--- src/rtl/image_loader.sv ---
// image_loader
// Receives a framed pixel stream over a valid/ready byte interface and writes
// the pixels sequentially into the 8-bit image memory write port.
// Frame on the stream: any non-sync bytes (dropped), SYNC_BYTE, IMG_PIXELS
// pixel bytes, then one checksum byte (mod-256 sum of the pixel bytes).
//
// Ports:
//   clock       - pixel-domain clock
//   reset       - synchronous, active-high
//   start       - one-cycle request to load a frame (honoured only in IDLE)
//   byte_in     - stream data
//   byte_valid  - byte_in is valid
//   byte_ready  - loader accepts a byte this cycle (registered, state only)
//   mem_address - memory write address
//   mem_data    - memory write data
//   mem_wren    - memory write enable, one cycle per pixel
//   busy        - high whenever the FSM is not in IDLE
//   done        - one-cycle pulse when a frame completes
//   error       - checksum mismatch on the last frame, sticky until next start
module image_loader #(
    parameter int          ADDR_WIDTH = 17,
    parameter int          IMG_PIXELS = 76800,
    parameter logic [7:0]  SYNC_BYTE  = 8'hA5
) (
    input  logic                  clock,
    input  logic                  reset,
    input  logic                  start,
    input  logic [7:0]            byte_in,
    input  logic                  byte_valid,
    output logic                  byte_ready,
    output logic [ADDR_WIDTH-1:0] mem_address,
    output logic [7:0]            mem_data,
    output logic                  mem_wren,
    output logic                  busy,
    output logic                  done,
    output logic                  error
);

    localparam logic [ADDR_WIDTH-1:0] LAST_PIX = ADDR_WIDTH'(IMG_PIXELS - 1);

    typedef enum logic [2:0] {
        ST_IDLE,
        ST_SYNC,
        ST_LOAD,
        ST_CHECK,
        ST_DONE
    } state_t;

    state_t                state_q, state_d;
    logic [ADDR_WIDTH-1:0] cnt_q, cnt_d;
    logic [7:0]            sum_q, sum_d;
    logic                  error_q, error_d;
    logic                  ready_q, ready_d;
    logic                  done_q, done_d;
    logic                  wren_q, wren_d;
    logic [ADDR_WIDTH-1:0] addr_q, addr_d;
    logic [7:0]            data_q, data_d;

    logic xfer;

    // ready_q is registered, so the handshake never loops back through byte_valid
    assign xfer = byte_valid & ready_q;

    always_comb begin
        state_d = state_q;
        cnt_d   = cnt_q;
        sum_d   = sum_q;
        error_d = error_q;
        wren_d  = 1'b0;
        addr_d  = addr_q;
        data_d  = data_q;

        case (state_q)
            ST_IDLE: begin
                if (start) begin
                    state_d = ST_SYNC;
                    cnt_d   = '0;
                    sum_d   = '0;
                    error_d = 1'b0;
                end
            end
            ST_SYNC: begin
                if (xfer && (byte_in == SYNC_BYTE)) begin
                    state_d = ST_LOAD;
                end
            end
            ST_LOAD: begin
                if (xfer) begin
                    wren_d = 1'b1;
                    addr_d = cnt_q;
                    data_d = byte_in;
                    sum_d  = sum_q + byte_in;
                    // Counter parks on the last address instead of wrapping
                    if (cnt_q == LAST_PIX) begin
                        state_d = ST_CHECK;
                    end else begin
                        cnt_d = cnt_q + 1'b1;
                    end
                end
            end
            ST_CHECK: begin
                if (xfer) begin
                    error_d = (byte_in != sum_q);
                    state_d = ST_DONE;
                end
            end
            ST_DONE: begin
                state_d = ST_IDLE;
            end
            default: begin
                state_d = ST_IDLE;
            end
        endcase

        // Registered outputs are derived from the next state so they line up
        // with the state register.
        ready_d = (state_d == ST_SYNC) || (state_d == ST_LOAD) || (state_d == ST_CHECK);
        done_d  = (state_d == ST_DONE);
    end

    always_ff @(posedge clock) begin
        if (reset) begin
            state_q <= ST_IDLE;
            cnt_q   <= '0;
            sum_q   <= '0;
            error_q <= 1'b0;
            ready_q <= 1'b0;
            done_q  <= 1'b0;
            wren_q  <= 1'b0;
            addr_q  <= '0;
            data_q  <= '0;
        end else begin
            state_q <= state_d;
            cnt_q   <= cnt_d;
            sum_q   <= sum_d;
            error_q <= error_d;
            ready_q <= ready_d;
            done_q  <= done_d;
            wren_q  <= wren_d;
            addr_q  <= addr_d;
            data_q  <= data_d;
        end
    end

    assign byte_ready  = ready_q;
    assign mem_address = addr_q;
    assign mem_data    = data_q;
    assign mem_wren    = wren_q;
    assign busy        = (state_q != ST_IDLE);
    assign done        = done_q;
    assign error       = error_q;

endmodule

--- config.mk ---
export PLATFORM = sky130hd
export DESIGN_NAME = image_loader
export DESIGN_NICKNAME = d
export VERILOG_FILES = /design/src/rtl/image_loader.sv
export SDC_FILE = /design/constraint.sdc
export NUM_CORES = 1
export LEC_CHECK = 0
export BUFFER_PORTS_ARGS = -buffer_cell sky130_fd_sc_hd__clkbuf_2
export CAP_MARGIN = 25
export CORE_UTILIZATION = 51
export DETAILED_ROUTE_END_ITERATION = 10
export PLACE_DENSITY = 0.78
export SYNTH_ARGS = -nofsm -noshare
export SYNTH_HDL_FRONTEND = slang
export SYNTH_SLANG_ARGS = --single-unit
--- constraint.sdc ---
create_clock -name clock -period 3.6 [get_ports clock]
set_clock_uncertainty 0.1 [all_clocks]
set_input_delay 0.54 -clock clock [delete_from_list [all_inputs] [get_ports clock]]
set_output_delay 0.54 -clock clock [all_outputs]
set_load 0.01 [all_outputs]
==> qor.csv <==
stage,metric,value,unit
synthesis,Mean Syn Cell Area,8.30,um2
worst_setup_path,crit path launch type,flip-flop,
timing,count of final hold-check violations,0,
global_routing,overall routing resource usage,22.9,%
drt,DR vias/cell,5.44,
floorplanning,die width,73.5,um
power,Pleak,1.18,nW
worst_setup_path,Worst Setup SP,state_q[1]$_SDFF_PP0_,
floorplanning,Die H,73.5,um
finish,final core occ,64.1,%
worst_setup_path,Worst Setup End Kind,flip-flop,
worst_setup_path,Crit Path Max Fanout,31,
cts,hold buffer count at cts,0,
cts,clock root buffer,clkbuf_8,
timing,"Worst Setup Slack, final",1400,ps
synthesis,Ys Warns,0,
cts,Clock transition at path regs,60,ps
timing,Final setup viols,0,
placed_design,global placer's final weighted congestion,0.871,
synthesis,Cell variety after synth,49,
timing,Max Freq,455,MHz
worst_setup_path,crit path DAT,2320,ps
run_status,outcome,completed,
drt,Vias,2308,
synthesis,predominant post-synthesis flop cell,dfxtp_1,
floorplanning,die area,5400,um2
worst_setup_path,worst-case reg-to-reg path depth,6,
synthesis,"Seq/Total Area, Yosys",43.8,%
timing,worst-margin pin slew,591,ps
power,total power,1.30,mW
drt,DR pass1 iterations,4,
hold_path,Hold Crit Class,flip-flop to flip-flop,
synthesis,cells after synthesis,314,
finish,area delta synth->final,18.4,%
timing,RSZ-0062 raised after global routing,no,
global_routing,wire length of the first global-routing pass,9260,um
finish,ant diodes,0,
finish,"commonest non-fill, non-tap cells in the layout","nand2_1, dfxtp_1, clkbuf_2, a21oi_1, nor2_1",
floorplanning,row count,25,
timing,Max Slew Vio Count,0,
timing,fraction of the cycle the final worst path needs,61.1,%
finish,share of layout cells above drive strength 1,19.9,%
worst_setup_path,Critical R2R Launch,state_q[1]$_SDFF_PP0_,
hold_path,Hold Path Depth,2,
floorplanning,core box area,4820,um2
cts,clk sinks,57,
cts,CTS tree,done,
synthesis,Post-synth EDFFs,0,
cts,Post-CTS Resized,0,
synthesis,Post-synth ARST share,0,%
job,max_cap viols,0,
finish,FILL cells,448,
global_routing,total gr overflow,0,
cts,cts bufs inserted,9,
finish,"commonest non-fill, non-tap cell in the layout",nand2_1,
placed_design,pre-CTS setup slack,1090,ps
cts,H-tree depth,3,
cts,clock latency on the worst-skew pair,330,ps
timing,final setup TNS,0,ps
drt,antenna-violating nets left,0,
floorplanning,Ports,42,
worst_setup_path,"Worst Path Class, Setup",flip-flop to flip-flop,
synthesis,Synth Cell Area,2610,um2
global_routing,largest net degree at the start of global routing,46,
global_routing,via count of the first global-routing pass,2093,
drt,first-iteration detailed-routing DRC count,126,
floorplanning,initial core utilization,54.1,%
global_routing,initial antenna violation count,0,
power,Cell Pwr Density,422,nW/um2
timing,min Tclk post-route,2200,ps
drt,routed length per instance,13.2,um
placed_design,number of port buffers,41,
worst_setup_path,CP Data Required Time,3720,ps
cts,clk buf depth,2,
placed_design,dpl cell area,2860,um2
power,worst ir drop on vdd,0.000293,V
drt,Residual DRC,0,
hold_path,Hold Path Origin,mem_address[11]$_SDFFE_PP0P_,
timing,slew margin rel.,60.6,%
finish,Total Nets Final,375,
synthesis,syn_nets,335,
cts,setup bufs post-CTS,0,
drt,Routed WL,5600,um
synthesis,number of synthesized register bits,57,
placed_design,post-detail-place hpwl,3750,um
finish,Final Cell Area,3090,um2
==> cell type report <==
class	instances	area, um2	area share (%)
inverter	3	11.3	0.365
sequential	57	1140	37.0
clock inverter	2	37.5	1.22
tap	67	83.8	2.72
clock buffer	12	165	5.35
multi-input combinational	239	1400	45.4
timing repair buffer	44	248	8.03
==> final timing paths <==
path | slack, ps | endpoint
worst max-delay path | 1400 | sum_q[7]$_SDFFE_PP0P_
worst max register to register | 1400 | sum_q[7]$_SDFFE_PP0P_
worst min-delay path | 350 | mem_address[11]$_SDFFE_PP0P_
worst min register to register | 350 | mem_address[11]$_SDFFE_PP0P_
==> metal layers <==
layer	share of wire (%)	routed length (um)	vias to the layer above	track usage [%]
li1	-	-	1191	-
met3	5.7	317	9	4.25
met1	49	2740	1049	29.7
met2	44	2460	59	35.9
met5	0	0	-	0
met4	1.5	84	0	13.0
==> cells in the mapped netlist (2+ instances only) <==
cell | count | share of area (%)
and4_1 | 3 | 1.0
xor2_1 | 7 | 2.4
dfxtp_1 | 57 | 44
or2_2 | 3 | 0.72
or4_1 | 3 | 0.86
o21bai_1 | 3 | 0.86
o211ai_1 | 4 | 1.2
clkbuf_1 | 9 | 1.3
and4bb_2 | 2 | 0.96
inv_1 | 3 | 0.43
o21ai_0 | 10 | 1.9
mux2i_1 | 3 | 1.2
buf_1 | 3 | 0.43
nand2b_1 | 4 | 0.96
a21oi_1 | 38 | 7.3
or3_1 | 10 | 2.4
nand2_1 | 64 | 9.2
nor2_1 | 23 | 3.3
a22oi_1 | 5 | 1.4
nand4_1 | 3 | 0.72
buf_2 | 3 | 0.58
a31oi_1 | 2 | 0.48
or2b_1 | 2 | 0.58
nor3_1 | 4 | 0.77
a211o_1 | 2 | 0.67
nand4b_1 | 2 | 0.67
nand3_1 | 9 | 1.7
nor4_1 | 4 | 0.96
ha_1 | 8 | 3.8
o22ai_1 | 2 | 0.48
==> worst max-delay path: stages, from the launching register on <==
cell and delay [ps]:
dfxtp_1 390, nand3_1 190, nor3_2 460, buf_4 430, nand2_1 120, mux2_2 290
mux2i_1 110
==> logic make-up (layout without fill, tap and decap cells) <==
| logic type | count (synthesis) | after routing | share of synthesized area [%] |
|---|---|---|---|
| DFF | 57 | 57 | 43.8 |
| adders and majority gates | 9 | 9 | 4.61 |
| AOI/OAI and AO/OA | 73 | 73 | 16.8 |
| and+or+nand+nor | 145 | 145 | 27.8 |
| buffers and inverters | 18 | 61 | 2.73 |
| muxes | 4 | 4 | 1.58 |
| xor gates and xnor gates | 8 | 8 | 2.69 |
==> sequential cells by signal, summed over array words and instances (netlist names), 3 cells and up <==
name and cells:
cnt_q 17, mem_address 17, mem_data 8, state_q 3, sum_q 8
==> metrics by stage <==
step | std cells | hold slack, ps
after floorplan | 314 | 336
after global placement | 409 | 343
after detailed placement | 409 | 347
after CTS | 423 | 354
after global routing | 424 | 378
final | 424 | 350
==> power breakdown <==
group	switching, mW	internal (mW)
Combinational	0.0392	0.0210
Sequential	0.00422	0.634
Clock	0.236	0.368
No activity file was read; power rests on OpenSTA's default activity.
